## src/rtl/pong_pkg.sv

```systemverilog
// pong_pkg: shared playfield geometry, direction encoding and ball FSM states for the pong blocks.
package pong_pkg;
    localparam int FIELD_W      = 64;
    localparam int FIELD_H      = 32;
    localparam int XW           = $clog2(FIELD_W);
    localparam int YW           = $clog2(FIELD_H);
    localparam int SERVE_X      = 32;
    localparam int SERVE_Y      = 16;
    localparam int PADDLE_COL_L = 1;
    localparam int PADDLE_COL_R = 62;

    // One bit per axis: 0 means left/up, 1 means right/down.
    typedef enum logic {LEFT_UP = 1'b0, RIGHT_DOWN = 1'b1} dir_t;
    localparam dir_t LEFT  = LEFT_UP;
    localparam dir_t UP    = LEFT_UP;
    localparam dir_t RIGHT = RIGHT_DOWN;
    localparam dir_t DOWN  = RIGHT_DOWN;

    typedef enum logic [2:0] {SERVE, MOVE, CHECK, SCORE, GAME_OVER} ball_state_t;
endpackage

```

## src/rtl/ball_engine_tick_gen.sv

```systemverilog
// tick_gen: ball step timer; counts only while enabled and holds zero otherwise.
// The period shrinks by STEP on each speedUp (floored at FLOOR) and returns to TICK_DIV on restore.
module tick_gen #(
    parameter int TICK_DIV = 4,
    parameter int FLOOR    = 2,
    parameter int STEP     = 0
) (
    input  logic clk,
    input  logic reset,
    input  logic en,
    input  logic speedUp,
    input  logic restore,
    output logic tick
);
    localparam int CW = $clog2(TICK_DIV + 1);
    localparam logic [CW-1:0] DivV   = CW'(TICK_DIV);
    localparam logic [CW-1:0] FloorV = CW'(FLOOR);
    localparam logic [CW-1:0] StepV  = CW'(STEP);

    logic [CW-1:0] period;
    logic [CW-1:0] count;

    assign tick = en && (count == period - 1'b1);

    always_ff @(posedge clk or negedge reset) begin
        if (!reset) begin
            period <= DivV;
            count  <= '0;
        end else begin
            count <= (!en || tick) ? '0 : count + 1'b1;
            if (restore)
                period <= DivV;
            else if (speedUp)
                period <= (int'(period) < FLOOR + STEP) ? FloorV : period - StepV;
        end
    end
endmodule

```

## src/rtl/ball_engine.sv

```systemverilog
// ball_engine: ball motion, wall bounce, paddle hand-off and scoring for the 64x32 playfield.
// Define BALL_SPEEDUP_EN to shorten the step period on every paddle hit (floor MIN_TICK_DIV).
module ball_engine
    import pong_pkg::*;
#(
    parameter int TICK_DIV     = 2500000,
    parameter int MIN_TICK_DIV = 625000,
    parameter int WIN_SCORE    = 9
) (
    input  logic          clk,
    input  logic          reset,
    input  logic          start,
    input  logic          hit_l,
    input  logic          hit_r,
    output logic [XW-1:0] ball_x,
    output logic [YW-1:0] ball_y,
    output logic          in_range_l,
    output logic          in_range_r,
    output logic [3:0]    score_l,
    output logic [3:0]    score_r,
    output logic          point_l,
    output logic          point_r,
    output logic          game_over
);
`ifdef BALL_SPEEDUP_EN
    localparam int SpeedStep  = TICK_DIV / 8;
    localparam int SpeedFloor = MIN_TICK_DIV;
`else
    // A zero step leaves the period pinned at TICK_DIV.
    localparam int SpeedStep  = 0;
    localparam int SpeedFloor = (MIN_TICK_DIV < TICK_DIV) ? MIN_TICK_DIV : TICK_DIV;
`endif

    ball_state_t   state;
    dir_t          dx, dy;
    logic          sampleHit, tick, goingDown, atPaddle, hitNow, winNext;
    logic [XW-1:0] nextX;
    logic [YW-1:0] nextY;

    tick_gen #(.TICK_DIV(TICK_DIV), .FLOOR(SpeedFloor), .STEP(SpeedStep)) tickGen (
        .clk     (clk),
        .reset   (reset),
        .en      (state == MOVE),
        .speedUp (state == CHECK && sampleHit && hitNow),
        .restore (state == SCORE),
        .tick    (tick)
    );

    always_comb begin
        goingDown = (dy == DOWN) ^ ((ball_y == YW'(FIELD_H - 1) && dy == DOWN) || (ball_y == '0 && dy == UP));
        nextX     = (dx == RIGHT) ? ball_x + 1'b1 : ball_x - 1'b1;
        nextY     = goingDown ? ball_y + 1'b1 : ball_y - 1'b1;
        atPaddle  = (nextX == XW'(PADDLE_COL_L) && dx == LEFT) || (nextX == XW'(PADDLE_COL_R) && dx == RIGHT);
        hitNow    = (dx == LEFT) ? hit_l : hit_r;
        winNext   = (((dx == RIGHT) ? score_l : score_r) + 4'd1) == 4'(WIN_SCORE);
    end

    always_ff @(posedge clk or negedge reset) begin
        if (!reset) begin
            state      <= SERVE;
            ball_x     <= XW'(SERVE_X);
            ball_y     <= YW'(SERVE_Y);
            dx         <= RIGHT;
            dy         <= DOWN;
            score_l    <= '0;
            score_r    <= '0;
            in_range_l <= 1'b0;
            in_range_r <= 1'b0;
            point_l    <= 1'b0;
            point_r    <= 1'b0;
            game_over  <= 1'b0;
            sampleHit  <= 1'b0;
        end else begin
            point_l <= 1'b0;
            point_r <= 1'b0;
            case (state)
                SERVE: if (start) state <= MOVE;
                MOVE: if (tick) begin
                    ball_x <= nextX;
                    ball_y <= nextY;
                    dy     <= goingDown ? DOWN : UP;
                    if (atPaddle) begin
                        state      <= CHECK;
                        in_range_l <= (dx == LEFT);
                        in_range_r <= (dx == RIGHT);
                    end
                end
                // First CHECK cycle presents the strobe; the second samples the paddle's answer.
                CHECK: if (!sampleHit) begin
                    in_range_l <= 1'b0;
                    in_range_r <= 1'b0;
                    sampleHit  <= 1'b1;
                end else begin
                    sampleHit <= 1'b0;
                    state     <= hitNow ? MOVE : SCORE;
                    if (hitNow) dx <= dir_t'(~dx);
                end
                SCORE: begin
                    if (dx == RIGHT) begin
                        score_l <= score_l + 4'd1;
                        point_l <= 1'b1;
                    end else begin
                        score_r <= score_r + 4'd1;
                        point_r <= 1'b1;
                    end
                    ball_x    <= XW'(SERVE_X);
                    ball_y    <= YW'(SERVE_Y);
                    dy        <= DOWN;
                    state     <= winNext ? GAME_OVER : SERVE;
                    game_over <= winNext;
                end
                GAME_OVER: if (start) begin
                    score_l   <= '0;
                    score_r   <= '0;
                    dx        <= RIGHT;
                    game_over <= 1'b0;
                    state     <= SERVE;
                end
                default: state <= SERVE;
            endcase
        end
    end
endmodule

```

## config.mk

```make
export PLATFORM = sky130hd
export DESIGN_NAME = ball_engine
export DESIGN_NICKNAME = d
export VERILOG_FILES = /design/src/rtl/pong_pkg.sv /design/src/rtl/ball_engine_tick_gen.sv /design/src/rtl/ball_engine.sv
export SDC_FILE = /design/constraint.sdc
export NUM_CORES = 1
export LEC_CHECK = 0
export CELL_PAD_IN_SITES_DETAIL_PLACEMENT = 1
export CELL_PAD_IN_SITES_GLOBAL_PLACEMENT = 1
export CORE_ASPECT_RATIO = 0.75
export CORE_UTILIZATION = 45
export CTS_CLUSTER_DIAMETER = 40
export DETAILED_ROUTE_END_ITERATION = 16
export PLACE_DENSITY_LB_ADDON = 0.1
export SLEW_MARGIN = 20
export SYNTH_ARGS = -nofsm -noshare
export SYNTH_HDL_FRONTEND = slang
export SYNTH_HIERARCHICAL = 1
export SYNTH_SLANG_ARGS = --single-unit
export TNS_END_PERCENT = 1
```

## constraint.sdc

```tcl
create_clock -name clk -period 3.2 [get_ports clk]
set_input_delay 0.32 -clock clk [delete_from_list [all_inputs] [get_ports clk]]
set_output_delay 0.32 -clock clk [all_outputs]
set_load 0.01 [all_outputs]
```

==> results.tsv <==
metric	value	unit
Syn. warnings	6	
Post-synth EDFFs	0	
count of final hold-check violations	0	
# diodes	0	
count leader, synth	dfrtp_1	
Bufs and invs on worst path	1	
crit path launch type	register	
die area	0.00729	sq mm
hold_buf cts	1	
die height	74.2	um
Multi-input gate area	0.00165	sq mm
Post-synth top flop	dfrtp_1	
DR vias	2501	
Global Route Usage Sum	21.9	%
P_leak	0.00153	uW
H-tree Lvls	2	
Resized cells post-CTS	0	
largest fanout on the critical path	10	
mean post-synth cell area	9.74	sq um
Post-Syn Area	0.00313	sq mm
clock latency on the worst-skew pair	310	ps
clock tree buffer depth	2	
max-slew violation count	0	
CTS Sinks	54	
Worst-path clk slew	100	ps
setup violators final	0	
Vias/cell	5.76	
worst hold path class	in2async	
P&R area growth vs syn	15.2	%
total power	1300	uW
crit-path cells	inv_1 -> ha_1 -> a211oi_2 -> o21bai_1 -> a21oi_2 -> xnor2_2 -> mux2i_4 -> nand2_2 -> a311o_1	
DRC violations left	0	
CTS Buf Count	5	
Crit path required time	3400	ps
routed len/inst	17.1	um
Antenna Nets Post-Route	0	
layout cell share with drive strength beyond 1	10.2	%
fmax	348	MHz
setup bufs post-CTS	0	
PD cells	360	mW/mm^2
WL final	7420	um
Async SR Flop Fraction	100	%
GR Overflow Total	0	
flop-to-flop setup slack	330	ps
fin crit share	89.7	%
gate count of the mapped netlist	321	
initial antenna violation count	0	
synth unique cells	57	
max-cap violation count	0	
hpwl dp	5400	um
std cell rows	25	
crit path time final	2870	ps
Pre-antenna DRT Iters	6	
Worst EP arrival	3070	ps
I/O pins	29	
maximum vdd ir drop	0.000290	V
FF+latch area	0.00136	sq mm
hold_ws	454	ps
die width	98.3	um
Initial Utilization	48.1	%
ranking of synthesized cells by area	dfrtp_1 (39%), ha_1 (4.8%), dfstp_2 (4.2%), nor2_1 (3.7%), nand2_1 (3.5%)	
I/O Buffers	28	
syn_nets	340	
largest net degree at the start of global routing	40	
WS Path Type	reg2reg	
vias in the first global route	2519	
commonest cells in the netlist	dfrtp_1 (49), nor2_1 (31), nand2_1 (29)	
share of the synthesized area in the top cell type	39.2	%
first-pass GRT wire length	12600	um
Slew headroom	58.6	%
Crit. End Element	register	
Yosys reg bits	54	
core area	0.00651	sq mm
Worst Skew	13.8	ps
Placer Congestion	0.824	
# nets final	371	
cell taking the most area after synthesis	dfrtp_1	
DRT iter0 DRCs	90	
Setup TNS	0	ps
sequential-to-total area share from yosys stat	43.4	%
clock root buffer	clkbuf_8	
Worst Tran Pin Value	617	ps
# fillers	741	
RSZ-0062 raised after global routing	no	
crit-path leading delay family	compound AO/OA/AOI/OAI gates	
status	finished clean	
max incr delay on CP	650	ps
crit path max-delay cell type	dfstp_2	
CTS tree	done	
-- registers in the layout, indices dropped and copies added (netlist names) --
signal,cells
ball_x,6
ball_y,5
dx,1
dy,1
game_over,1
in_range_l,1
in_range_r,1
point_l,1
point_r,1
sampleHit,1
score_l,4
score_r,4
state,3
tickGen/count,22
tickGen/period,2
-- cell type report --
class	count	area share, %
multi-input combinational	241	45.9
sequential	54	37.7
timing repair buffer	34	8.96
tap	81	2.81
clock buffer	7	2.68
inverter	16	1.67
clock inverter	1	0.243
-- placed cells by master (no fill, tap or decap), types with 8 or more instances in the layout --
cell	count
nand4_1	13
nor4_1	8
o21ai_0	9
dfrtp_1	49
clkdlybuf4s50_1	27
a21oi_1	20
nand2_1	29
xor2_1	11
o31ai_1	8
ha_1	12
inv_1	16
nor2_1	31
xnor2_1	12
-- report_power, final --
part	switching [uW]	internal (uW)
clock	229	199
combinational	69.0	47.1
sequential	44.2	709
total	342	955
-- layer usage --
metal | vias to the layer above | GRT usage, % | share of wire (%)
li1 | 1217 | - | -
met1 | 1240 | 32.4 | 52
met2 | 39 | 34.0 | 43
met3 | 5 | 3.76 | 4.0
met4 | 0 | 4.48 | 0.66
met5 | - | 0 | 0
-- kinds of logic after synthesis --
kind of cell | Yosys count | share of synthesized area (%)
flops | 54 | 43.4
buf+inv | 26 | 3.68
xor+xnor | 24 | 6.96
mux | 8 | 3.12
fa+ha+maj | 14 | 6.08
compound gates | 61 | 13.4
simple gates | 134 | 23.3
-- final timing paths --
check | endpoint | start | cells after the start
hold / removal | ball_y[1] | reset | 2
setup reg to reg | in_range_r | dx | 9
setup / recovery | in_range_r | dx | 9
max in group asynchronous | ball_x[5] | reset | 3
hold reg to reg | ball_x[2] | ball_x[2] | 2
min in group clk | ball_x[2] | ball_x[2] | 2
-- metrics by stage --
stage | area, sq um | util [%] | setup WS [ps] | std cells
floorplan | 3130 | - | 557 | 321
global placement | 3490 | 53.6 | 431 | 425
detailed placement | 3490 | 53.6 | 330 | 425
CTS | 3600 | 55.3 | 324 | 434
global route | 3600 | 55.3 | 118 | 434
finish | 3600 | 55.3 | 328 | 434
-- worst register-to-register path: stages, from the launching register on --
cell	delay (ps)
dfstp_2	650
inv_1	210
ha_1	370
a211oi_2	250
o21bai_1	130
a21oi_2	200
xnor2_2	180
mux2i_4	340
nand2_2	90
a311o_1	350
No activity file was read; power rests on OpenSTA's default activity.
